`config.mk`:
```
export PLATFORM = sky130hd
export DESIGN_NAME = skel_clock_gen
export DESIGN_NICKNAME = d
export VERILOG_FILES = /design/src/rtl/skel_clock_gen_pkg.sv /design/src/rtl/skel_clock_gen_rst_sync.sv /design/src/rtl/skel_clock_gen.sv
export SDC_FILE = /design/constraint.sdc
export NUM_CORES = 1
export LEC_CHECK = 0
export BUFFER_PORTS_ARGS = -buffer_cell sky130_fd_sc_hd__buf_2
export CORE_UTILIZATION = 55
export CTS_CLUSTER_SIZE = 24
export DETAILED_ROUTE_END_ITERATION = 6
export PLACE_DENSITY = 0.91
export SLEW_MARGIN = 30
export SYNTH_ARGS = -nofsm -noshare
export SYNTH_HDL_FRONTEND = slang
export SYNTH_SLANG_ARGS = --single-unit
```
`constraint.sdc`:
```
create_clock -name clock -period 2 [get_ports clock]
set_input_delay 0.5 -clock clock [delete_from_list [all_inputs] [get_ports clock]]
set_output_delay 0.5 -clock clock [all_outputs]
set_load 0.005 [all_outputs]
```
`src/rtl/skel_clock_gen_pkg.sv`:
```
// Shared types for the skeleton clock-phase sequencer: FSM states, phase slots and phase decode.
package skel_clk_pkg;

  typedef enum logic [1:0] {
    ST_RESET = 2'd0,
    ST_SYNC  = 2'd1,
    ST_HOLD  = 2'd2,
    ST_RUN   = 2'd3
  } clk_state_e;

  localparam logic [1:0] PH_PROC_HI0 = 2'd0;
  localparam logic [1:0] PH_DMEM     = 2'd1;
  localparam logic [1:0] PH_REGF     = 2'd2;
  localparam logic [1:0] PH_IMEM     = 2'd3;

  typedef struct packed {
    logic imem;
    logic dmem;
    logic regf;
    logic proc;
  } phase_clks_t;

  // processor_clock is high for the first two slots, the other clocks own one slot each
  function automatic phase_clks_t phase_decode(input logic [1:0] ph);
    phase_clks_t c;
    c.proc = (ph == PH_PROC_HI0) || (ph == PH_DMEM);
    c.dmem = (ph == PH_DMEM);
    c.regf = (ph == PH_REGF);
    c.imem = (ph == PH_IMEM);
    return c;
  endfunction

endpackage

```
`src/rtl/skel_clock_gen_rst_sync.sv`:
```
// Two-flop reset synchroniser: asynchronous assert, release two clock edges after the input falls.
module skel_rst_sync (
  input  logic clk_i,
  input  logic rst_i,
  output logic rst_o,
  output logic rel_o
);

  logic meta_q;
  logic sync_q;

  always_ff @(posedge clk_i or posedge rst_i) begin
    if (rst_i) begin
      meta_q <= 1'b1;
      sync_q <= 1'b1;
    end else begin
      meta_q <= 1'b0;
      sync_q <= meta_q;
    end
  end

  assign rst_o = sync_q;
  // High on the edge where sync_q clears, so a consumer can switch in step with the second flop
  assign rel_o = ~meta_q;

endmodule

```
`src/rtl/skel_clock_gen.sv`:
```
// Clock-phase and reset sequencer for the processor skeleton (4-phase registered clocks, warm-up hold).
// Optional stall input enabled by defining SKEL_STALL_EN.
module skel_clock_gen
  import skel_clk_pkg::*;
#(
  parameter int unsigned RST_HOLD = 8,
  parameter int unsigned CNT_W    = 32
) (
  input  logic             clock,
  input  logic             reset,
`ifdef SKEL_STALL_EN
  input  logic             stall,
`endif
  output logic             imem_clock,
  output logic             dmem_clock,
  output logic             regfile_clock,
  output logic             processor_clock,
  output logic             proc_reset,
  output logic             ready,
  output logic [CNT_W-1:0] cycle_count
);

  localparam int unsigned HW = $clog2(RST_HOLD + 1);
  localparam logic [HW-1:0] HOLD_MAX = HW'(RST_HOLD);

  clk_state_e    state_q, state_d;
  logic [1:0]    ph_q, ph_d;
  logic [HW-1:0] hold_q, hold_d;
  phase_clks_t   clks_q, clks_d;
  logic          proc_rst_q, proc_rst_d;
  logic          ready_q, ready_d;
  logic [CNT_W-1:0] cnt_q, cnt_d;
  logic          sync_rst;
  logic          sync_rel;
  logic          stall_now;

  skel_rst_sync u_rst_sync (
    .clk_i (clock),
    .rst_i (reset),
    .rst_o (sync_rst),
    .rel_o (sync_rel)
  );

  always_comb begin
    state_d    = state_q;
    ph_d       = ph_q;
    hold_d     = hold_q;
    clks_d     = '0;
    proc_rst_d = proc_rst_q;
    ready_d    = ready_q;
    cnt_d      = cnt_q;
    stall_now  = 1'b0;
`ifdef SKEL_STALL_EN
    stall_now  = (state_q == ST_RUN) && (ph_q == PH_IMEM) && stall;
`endif
    unique case (state_q)
      ST_RESET: begin
        if (sync_rel) state_d = ST_SYNC;
      end
      ST_SYNC: begin
        if (!sync_rst) begin
          state_d = ST_HOLD;
          ph_d    = PH_PROC_HI0;
          clks_d  = phase_decode(PH_PROC_HI0);
        end
      end
      ST_HOLD: begin
        ph_d   = ph_q + 2'd1;
        clks_d = phase_decode(ph_d);
        if (hold_q != HOLD_MAX) hold_d = hold_q + 1'b1;
        // Leaving reset on the 1->2 step lands on a processor_clock falling edge
        if ((ph_q == PH_DMEM) && (hold_q == HOLD_MAX)) begin
          state_d    = ST_RUN;
          proc_rst_d = 1'b0;
          ready_d    = 1'b1;
        end
      end
      ST_RUN: begin
        if (stall_now) begin
          ph_d   = ph_q;
          clks_d = '0;
        end else begin
          ph_d   = ph_q + 2'd1;
          clks_d = phase_decode(ph_d);
          if (ph_q == PH_IMEM) cnt_d = cnt_q + 1'b1;
        end
      end
      default: state_d = ST_RESET;
    endcase
  end

  always_ff @(posedge clock or posedge reset) begin
    if (reset) begin
      state_q    <= ST_RESET;
      ph_q       <= PH_IMEM;
      hold_q     <= '0;
      clks_q     <= '0;
      proc_rst_q <= 1'b1;
      ready_q    <= 1'b0;
      cnt_q      <= '0;
    end else begin
      state_q    <= state_d;
      ph_q       <= ph_d;
      hold_q     <= hold_d;
      clks_q     <= clks_d;
      proc_rst_q <= proc_rst_d;
      ready_q    <= ready_d;
      cnt_q      <= cnt_d;
    end
  end

  assign imem_clock      = clks_q.imem;
  assign dmem_clock      = clks_q.dmem;
  assign regfile_clock   = clks_q.regf;
  assign processor_clock = clks_q.proc;
  assign proc_reset      = proc_rst_q;
  assign ready           = ready_q;
  assign cycle_count     = cnt_q;

endmodule

```
==> run summary, run 1 <==
outcome = complete, no violations
P_leak = 1.37 nW
die height = 66.1 µm
CTS tree = done
Final setup viols = 0
Setup Buffers After CTS = 0
Final Hold Viols = 0
synthesized area per cell = 11.3 µm²
crit path launch = ph_q[1]
Std-Cell Core Area = 3800 µm²
TritonRoute pass-1 iters = 4
Initial Util = 59.5%
Core Rows = 22
CP Max Fanout = 7
Worst Path Buf+Inv = 0
I/O Buffers = 39
Die Wd = 66.1 µm
Seq pwr share = 47.6%
pin count of the biggest net entering global routing = 31
post-route minimum period = 1.88 ns
R2R cell count = 5
PD cells = 963 nW/µm²
die area = 4370 µm²
Setup WS post-layout = 0.119 ns
synthesized area = 2260 µm²
worst r2r dst = cycle_count[31]
Combinational Power Share = 26.1%
P_int = 0.00179 W
Max-Cap Viols = 0
Sw Ratio = 31.3%
Setup Crit Path Kind = reg -> reg
ys async rst share = 100%
vias per inst = 5.51
met3 Usage GRT = 5.34%
Top delay family on crit path = simple AND/OR/NAND/NOR gates
reg-to-reg slack, setup = 0.12 ns
WP data required = 2.23 ns
Setup Slack @ Placement = 0.0787 ns
GR Util met2 = 37.9%
setup tns final = 0 ns
final WL = 4.44 mm
number of synthesized flops with an enable pin = 0
clock power share = 26.3%
Worst VDD drop = 478 µV
total grt overflow = 0
hold_buf cts = 0
GRT met1 Usage = 28.0%
clock root cell = clkbuf_8
I/O pins = 40
clock-pin slew on the worst setup and hold paths = 0.08 ns
Crit. End Element = flop
CTS buffer count = 5
Max H-tree Level = 2
critical path arrival = 2.12 ns
fmax = 0.532 GHz
final worst-path cycle share = 94.0%
worst-case clock buffer depth = 2
HPWL after DPL = 3.07 mm
vias = 1,641
fill count = 257
ys flop type = dfrtp_1
Cells after Synth = 199
diode count = 0
vias in the first global route = 1,620
global routing's busiest layer = met2
Antenna Nets Post-Route = 0
Area Growth Syn to Fin = 19.9%
layout cells sized above 1 = 28.4%
initial antenna violation count = 0
Final Max Slew Viols = 0
Worst Skew = 0.00658 ns
worst min-delay path category = in -> async
GP Congestion = 0.764
largest stage delay on the critical path = 0.61 ns
# clock sinks = 48
sequential area share after synthesis = 53.5%
Multi-input gate area = 1040 µm²
drt first-iter violations = 119
Synthesized Nets = 215
startpoint types = flop
first-pass GRT wire length = 7.33 mm
Pwr Total = 0.00261 W
post_cts resized = 0
Seq cells post-synth = 48
critical path, cell by cell = ha_4, nand4_4, or4_4, nor4_4, xor2_1
WL/cell = 14.9 µm
number of remaining DRC errors = 0
GRT Resource Usage Total = 22.8%
Worst-Skew Late Latency = 0.31 ns
Synthesis Warnings = 0
CP max-delay cell = or4_4
Psw = 0.000817 W
Critical Path Stages = 5
RR Startpoint = ph_q[1]
WHS = 0.171 ns
final net count = 265
RSZ-0062 raised after global routing = false
Reg area = 1210 µm²
Yosys cell types = 31
==> per-stage QoR <==
stage / instances / area [µm²] / util, %
2_1_floorplan: 199 / 2260 / -
3_3_place_gp: 290 / 2560 / 67.5
3_5_place_dp: 290 / 2560 / 67.5
4_1_cts: 298 / 2670 / 70.4
5_1_grt: 298 / 2710 / 71.3
6_report: 298 / 2710 / 71.3
==> synthesized netlist by cell type, types with 2 or more instances <==
master	count	share of area, %
inv_1	10	1.7
and2_1	3	0.83
xnor2_1	26	10
xor2_1	7	2.7
nor2_1	11	1.8
mux2_2	3	1.5
nor4_1	2	0.55
o21ai_0	5	1.1
dfrtp_1	43	48
nor3_1	3	0.66
dfstp_2	5	5.8
nor2b_1	2	0.55
ha_1	14	7.8
and3_1	4	1.1
nand2_1	15	2.5
and4_1	4	1.6
nor3b_1	2	0.66
nand3_1	15	3.3
a21oi_1	2	0.44
nand4_1	12	3.3
==> cell type report <==
type                       count  share of cell area (%)
clock inverter                 3                    1.57
tap                           48                    2.22
multi-input combinational    139                    38.4
sequential                    48                    44.6
timing repair buffer          45                    9.33
clock buffer                   5                    2.54
inverter                      10                    1.39
==> worst max path at each step <==
stage                                  to  slack, ns
after floorplan           cycle_count[23]       0.14
after global placement    cycle_count[23]       0.12
after detailed placement  cycle_count[23]       0.08
after CTS                 cycle_count[23]       0.02
after global routing      cycle_count[31]       0.03
final                     cycle_count[31]       0.12
==> state kept, by name, summed over array words and instances, names as in the netlist <==
name and count:
cycle_count 32, dmem_clock 1, hold_q 4, imem_clock 1, ph_q 2, proc_reset 1
processor_clock 1, ready 1, regfile_clock 1, state_q 2, u_rst_sync.meta_q 1, u_rst_sync.rst_o 1
==> power by group through the flow <==
stage               Combinational, W  Clock (W)  Sequential [W]
detailed placement          0.000670          0         0.00125
global placement            0.000618          0         0.00124
global route                0.000777   0.000748         0.00126
floorplan                   0.000447          0         0.00124
CTS                         0.000682   0.000702         0.00123
finish                      0.000680   0.000687         0.00124
==> worst register-to-register path, cell delays in order (launching register included) <==
cell     delay [ns]
dfstp_2        0.57
ha_4           0.16
nand4_4        0.13
or4_4          0.61
nor4_4         0.17
xor2_1         0.17
==> placed cells by master, fill, tap and decap left out, types with 2 or more instances in the layout <==
cell      synthesis  layout
dfrtp_1          43      43
buf_2             1      39
xnor2_1          26      26
nand3_1          15      15
nand2_1          15      15
nand4_1          12      12
ha_1             14      12
nor2_1           11      11
inv_1            10       9
xor2_1            7       7
o21ai_0           5       5
clkbuf_8          0       5
dfstp_2           5       5
buf_4             0       5
and4_1            4       4
and3_1            4       4
and2_1            3       3
mux2_2            3       3
nor3_2            1       2
nor3_1            3       2
nor2b_1           2       2
a21oi_1           2       2
nor3b_1           2       2
==> kinds of logic (layout without fill, tap and decap cells) <==
group / count (synthesis) / count (layout) / synth area share [%]
other: 1 / 1 / 0.166
DFF: 48 / 48 / 53.5
xor gates and xnor gates: 33 / 33 / 12.8
adders and majority gates: 14 / 14 / 7.76
AOI/OAI and AO/OA: 8 / 8 / 1.88
buffers and inverters: 12 / 63 / 2.05
and+or+nand+nor: 79 / 79 / 19.9
muxes: 4 / 4 / 1.94
==> per-layer routing <==
layer | vias up | routed length, µm | share of wire [%]
met5 | - | 0 | 0
met1 | 806 | 1940 | 44
met4 | 0 | 110 | 2.5
met3 | 11 | 152 | 3.4
met2 | 44 | 2240 | 50
li1 | 780 | - | -
(Power assumes the default switching activity.)
==> run 2: changes to the inputs <==
--- a/config.mk
+++ b/config.mk
@@ -6,10 +6,12 @@
 export NUM_CORES = 1
 export LEC_CHECK = 0
 export BUFFER_PORTS_ARGS = -buffer_cell sky130_fd_sc_hd__buf_2
-export CORE_UTILIZATION = 55
+export CELL_PAD_IN_SITES_DETAIL_PLACEMENT = 0
+export CELL_PAD_IN_SITES_GLOBAL_PLACEMENT = 1
+export CORE_UTILIZATION = 43
 export CTS_CLUSTER_SIZE = 24
 export DETAILED_ROUTE_END_ITERATION = 6
-export PLACE_DENSITY = 0.91
+export PLACE_DENSITY = 0.9
 export SLEW_MARGIN = 30
 export SYNTH_ARGS = -nofsm -noshare
 export SYNTH_HDL_FRONTEND = slang
==> run 2 against run 1 <==
Worst hold slack got worse by 0.0063 ns. Core utilization shrank 18 points. Combinational power shrank 7.4%. Critical endpoint unchanged. Critical path depth stayed put. Count of clock-buffer cells in the layout is the same. Cell count increased by 8.1%.
==> run summary, run 2 (synthesized netlist as in run 1, its figures left out) <==
outcome = complete, no violations
vias per inst = 4.98
Placed Cells = 314
GRT Resource Usage Total = 16.5%
vias = 1,604
Max-Cap Viols = 0
CTS tree = done
initial antenna violation count = 0
P_leak = 1.37 nW
CP max-delay cell = or4_4
fmax = 0.527 GHz
layout cells sized above 1 = 28.6%
Max H-tree Level = 2
worst min-delay path category = in -> async
startpoint types = flop
WL/cell = 12.8 µm
clock root cell = clkbuf_8
# clock sinks = 48
max FFs per register = 32
diode count = 0
total grt overflow = 0
worst-case clock buffer depth = 2
clock-pin slew on the worst setup and hold paths = 0.09 ns
Worst Skew = 0.00482 ns
TritonRoute pass-1 iters = 4
WHS = 0.165 ns
Antenna Nets Post-Route = 0
I/O Buffers = 39
Final Max Slew Viols = 0
final worst-path cycle share = 94.9%
pin count of the biggest net entering global routing = 22
final net count = 267
Setup Crit Path Kind = reg -> reg
post-route minimum period = 1.90 ns
Area Growth Syn to Fin = 20.7%
GP Congestion = 0.773
CP Max Fanout = 7
die area = 5550 µm²
WP data required = 2.23 ns
number of remaining DRC errors = 0
Final Hold Viols = 0
CTS buffer count = 5
critical path arrival = 2.13 ns
Initial Util = 44.5%
Crit. End Element = flop
I/O pins = 40
Final setup viols = 0
die height = 74.5 µm
largest stage delay on the critical path = 0.58 ns
fill count = 486
drt first-iter violations = 87
final instance count without filler cells = 322
first-pass GRT wire length = 6.93 mm
final WL = 4.12 mm
Die Wd = 74.5 µm
most frequent cells in the layout = dfrtp_1, buf_2, xnor2_1, nand3_1, nand2_1
vias in the first global route = 1,519
Setup Buffers After CTS = 0
Worst-Skew Late Latency = 0.30 ns
PD cells = 939 nW/µm²
Core Rows = 26
Std-Cell Core Area = 5070 µm²
Worst VDD drop = 536 µV
critical path, cell by cell = ha_2, nand4_4, or4_4, nor4_4, xor2_1
commonest non-fill, non-tap cell in the layout = dfrtp_1
HPWL after DPL = 3.02 mm
run 2: worst paths after layout:
kind,startpoint,to,slack [ns],cells past startpoint
max,ph_q[1],cycle_count[31],0.10,5
min,reset,cycle_count[13],0.17,2
max reg2reg,ph_q[1],cycle_count[31],0.10,5
min reg2reg,u_rst_sync.meta_q,u_rst_sync.rst_o,0.37,0
max in group asynchronous,reset,cycle_count[16],1.24,3
min in group clock,u_rst_sync.meta_q,u_rst_sync.rst_o,0.37,0
run 2: what timing repair did:
action	4_1_cts	5_1_grt
hold buffers	0	0
endpoints found under the setup margin	0	3
gates resized for setup	0	4
run 2: report_power, final:
group          switching (W)  internal, W  total [W]  leakage, nW
Clock               0.000322     0.000370   0.000692       0.0541
Sequential          0.000120      0.00112    0.00124        0.635
Combinational       0.000345     0.000285   0.000630        0.685
run 2: cell type report:
cell class / count / area [µm²] / share of cell area [%]
flip-flops and latches: 48 / 1210 / 44.3
repair buffers: 47 / 255 / 9.37
well taps: 70 / 87.6 / 3.21
multi-input cells: 139 / 1030 / 37.6
clock buffers: 5 / 68.8 / 2.53
clock inverters: 3 / 42.5 / 1.56
inverters: 10 / 37.5 / 1.38
run 2: per-stage QoR:
step / instance area [µm²] / setup WS (ns) / util, % / TNS, ns / power, W
floorplan: 2260 / 0.140 / - / 0 / 0.00169
global placement: 2590 / 0.121 / 51.1 / 0 / 0.00186
detailed placement: 2590 / 0.0798 / 51.1 / 0 / 0.00188
CTS: 2700 / 0.0639 / 53.3 / 0 / 0.00259
global route: 2730 / -0.000840 / 53.7 / -0.000840 / 0.00275
finish: 2730 / 0.103 / 53.7 / 0 / 0.00256
run 2: per-layer routing:
| metal | vias to the layer above | routed length (µm) | track usage [%] |
|---|---|---|---|
| met5 | - | 0 | 0 |
| met4 | 0 | 56 | 5.03 |
| met3 | 6 | 214 | 4.61 |
| met2 | 36 | 1980 | 27.5 |
| met1 | 783 | 1870 | 20.7 |
| li1 | 779 | - | - |
run 2: worst max-delay path, delay by kind of cell, from the launching register on:
family / cells / cell delay [ns]
simple gates: 3 / 0.89
flops: 1 / 0.56
fa+ha+maj: 1 / 0.21
xor+xnor: 1 / 0.17
==> run 3: changes to the inputs <==
--- a/config.mk
+++ b/config.mk
@@ -12,6 +12,7 @@
 export CTS_CLUSTER_SIZE = 24
 export DETAILED_ROUTE_END_ITERATION = 6
 export PLACE_DENSITY = 0.9
+export RECOVER_POWER = 25
 export SLEW_MARGIN = 30
 export SYNTH_ARGS = -nofsm -noshare
 export SYNTH_HDL_FRONTEND = slang
==> run 3 against run 2 <==
Power decreased by 0.14%. Routed wire length about the same. Die area unchanged. Critical path depth unchanged. Maximum frequency about the same. Critical endpoint unchanged. Critical path type unchanged. Non-clock buffer count unchanged. Final area decreased by 0.23%. Sequential share of layout area increased by 0.10 points. Count of clock-buffer cells in the layout unchanged.
==> run summary, run 3 (synthesized netlist as in run 1, its figures left out) <==
number of remaining DRC errors = 0
final net count = 267
PD cells = 940 nW/µm²
Least-Margin Pin Slew = 0.673 ns
die height = 74.5 µm
max FFs per register = 32
Final Max Slew Viols = 0
post-route minimum period = 1.90 ns
setup tns final = 0 ns
worst-case clock buffer depth = 2
hold_buf cts = 0
initial antenna violation count = 0
Final setup viols = 0
CP Max Fanout = 7
final worst-path cycle share = 94.9%
Std-Cell Core Area = 5070 µm²
critical path arrival = 2.13 ns
Antenna Nets Post-Route = 0
Max-Cap Viols = 0
Worst VDD drop = 535 µV
HPWL after DPL = 3.02 mm
RR Startpoint = ph_q[1]
CTS tree = done
worst min-delay path category = in -> async
post_cts resized = 0
most frequent cells in the layout = dfrtp_1, buf_2, xnor2_1, nand3_1, nand2_1
Setup Buffers After CTS = 0
Core Rows = 26
pin count of the biggest net entering global routing = 22
vias = 1,604
clock root cell = clkbuf_8
I/O pins = 40
WP data required = 2.23 ns
TritonRoute pass-1 iters = 4
Setup Crit Path Kind = reg -> reg
WL/cell = 12.8 µm
startpoint types = flop
total grt overflow = 0
vias per inst = 4.98
final WL = 4.12 mm
reg-to-reg slack, setup = 0.10 ns
# clock sinks = 48
diode count = 0
GRT Resource Usage Total = 16.5%
Die Wd = 74.5 µm
Area Growth Syn to Fin = 20.4%
Pwr Total = 0.00256 W
Slew headroom = 55.1%
fmax = 0.527 GHz
R2R cell count = 5
P_leak = 1.37 nW
fill count = 489
Initial Util = 44.5%
Worst Skew = 0.00482 ns
die area = 5550 µm²
Layout Utilization = 53.6%
GP Congestion = 0.773
outcome = complete, no violations
worst r2r dst = cycle_count[31]
drt first-iter violations = 92
WHS = 0.284 ns
vias in the first global route = 1,519
Worst-Skew Late Latency = 0.30 ns
Max H-tree Level = 2
I/O Buffers = 39
first-pass GRT wire length = 6.93 mm
commonest non-fill, non-tap cell in the layout = dfrtp_1
Crit. End Element = flop
clock-pin slew on the worst setup and hold paths = 0.09 ns
CTS buffer count = 5
layout cells sized above 1 = 27.4%
Final Hold Viols = 0
## run 3: worst max-delay path by stage
stage / to / cells after the start / startpoint / slack, ns
3_5_place_dp: cycle_count[31] / 5 / ph_q[1] / 0.08
6_report: cycle_count[31] / 5 / ph_q[1] / 0.10
4_1_cts: cycle_count[31] / 5 / ph_q[1] / 0.06
5_1_grt: cycle_count[23] / 5 / ph_q[1] / -0.0008
2_1_floorplan: cycle_count[23] / 5 / ph_q[0] / 0.14
3_3_place_gp: cycle_count[23] / 5 / ph_q[1] / 0.12
## run 3: critical path, stage by stage (launching register included)
cell and delay, ns:
dfstp_2 0.56, ha_2 0.21, nand4_4 0.15, or4_4 0.58, nor4_4 0.16, xor2_1 0.17
## run 3: power by group
| group | internal (W) | switching, W |
|---|---|---|
| logic | 0.000283 | 0.000343 |
| clock network | 0.000370 | 0.000322 |
| registers | 0.00112 | 0.000120 |
| total | 0.00177 | 0.000785 |
## run 3: routing by layer
layer,up-vias,wire length (µm),GRT usage [%]
met5,-,0,0
li1,781,-,-
met3,6,213,4.61
met1,781,1870,20.7
met4,0,56,5.03
met2,36,1970,27.5
## run 3: layout make-up
cell class | instances | area (µm²) | share of cell area, %
Multi-Input combinational cell | 139 | 1030 | 37.7
Timing Repair Buffer | 47 | 249 | 9.16
Sequential cell | 48 | 1210 | 44.4
Inverter | 10 | 37.5 | 1.38
Tap cell | 70 | 87.6 | 3.22
Clock buffer | 5 | 68.8 | 2.53
Clock inverter | 3 | 42.5 | 1.56
## run 3: through the flow
stage,setup WS (ns),instances,area [µm²]
2_1_floorplan,0.140,199,2260
3_3_place_gp,0.121,314,2590
3_5_place_dp,0.0798,314,2590
4_1_cts,0.0639,322,2700
5_1_grt,-0.000804,322,2720
6_report,0.102,322,2720
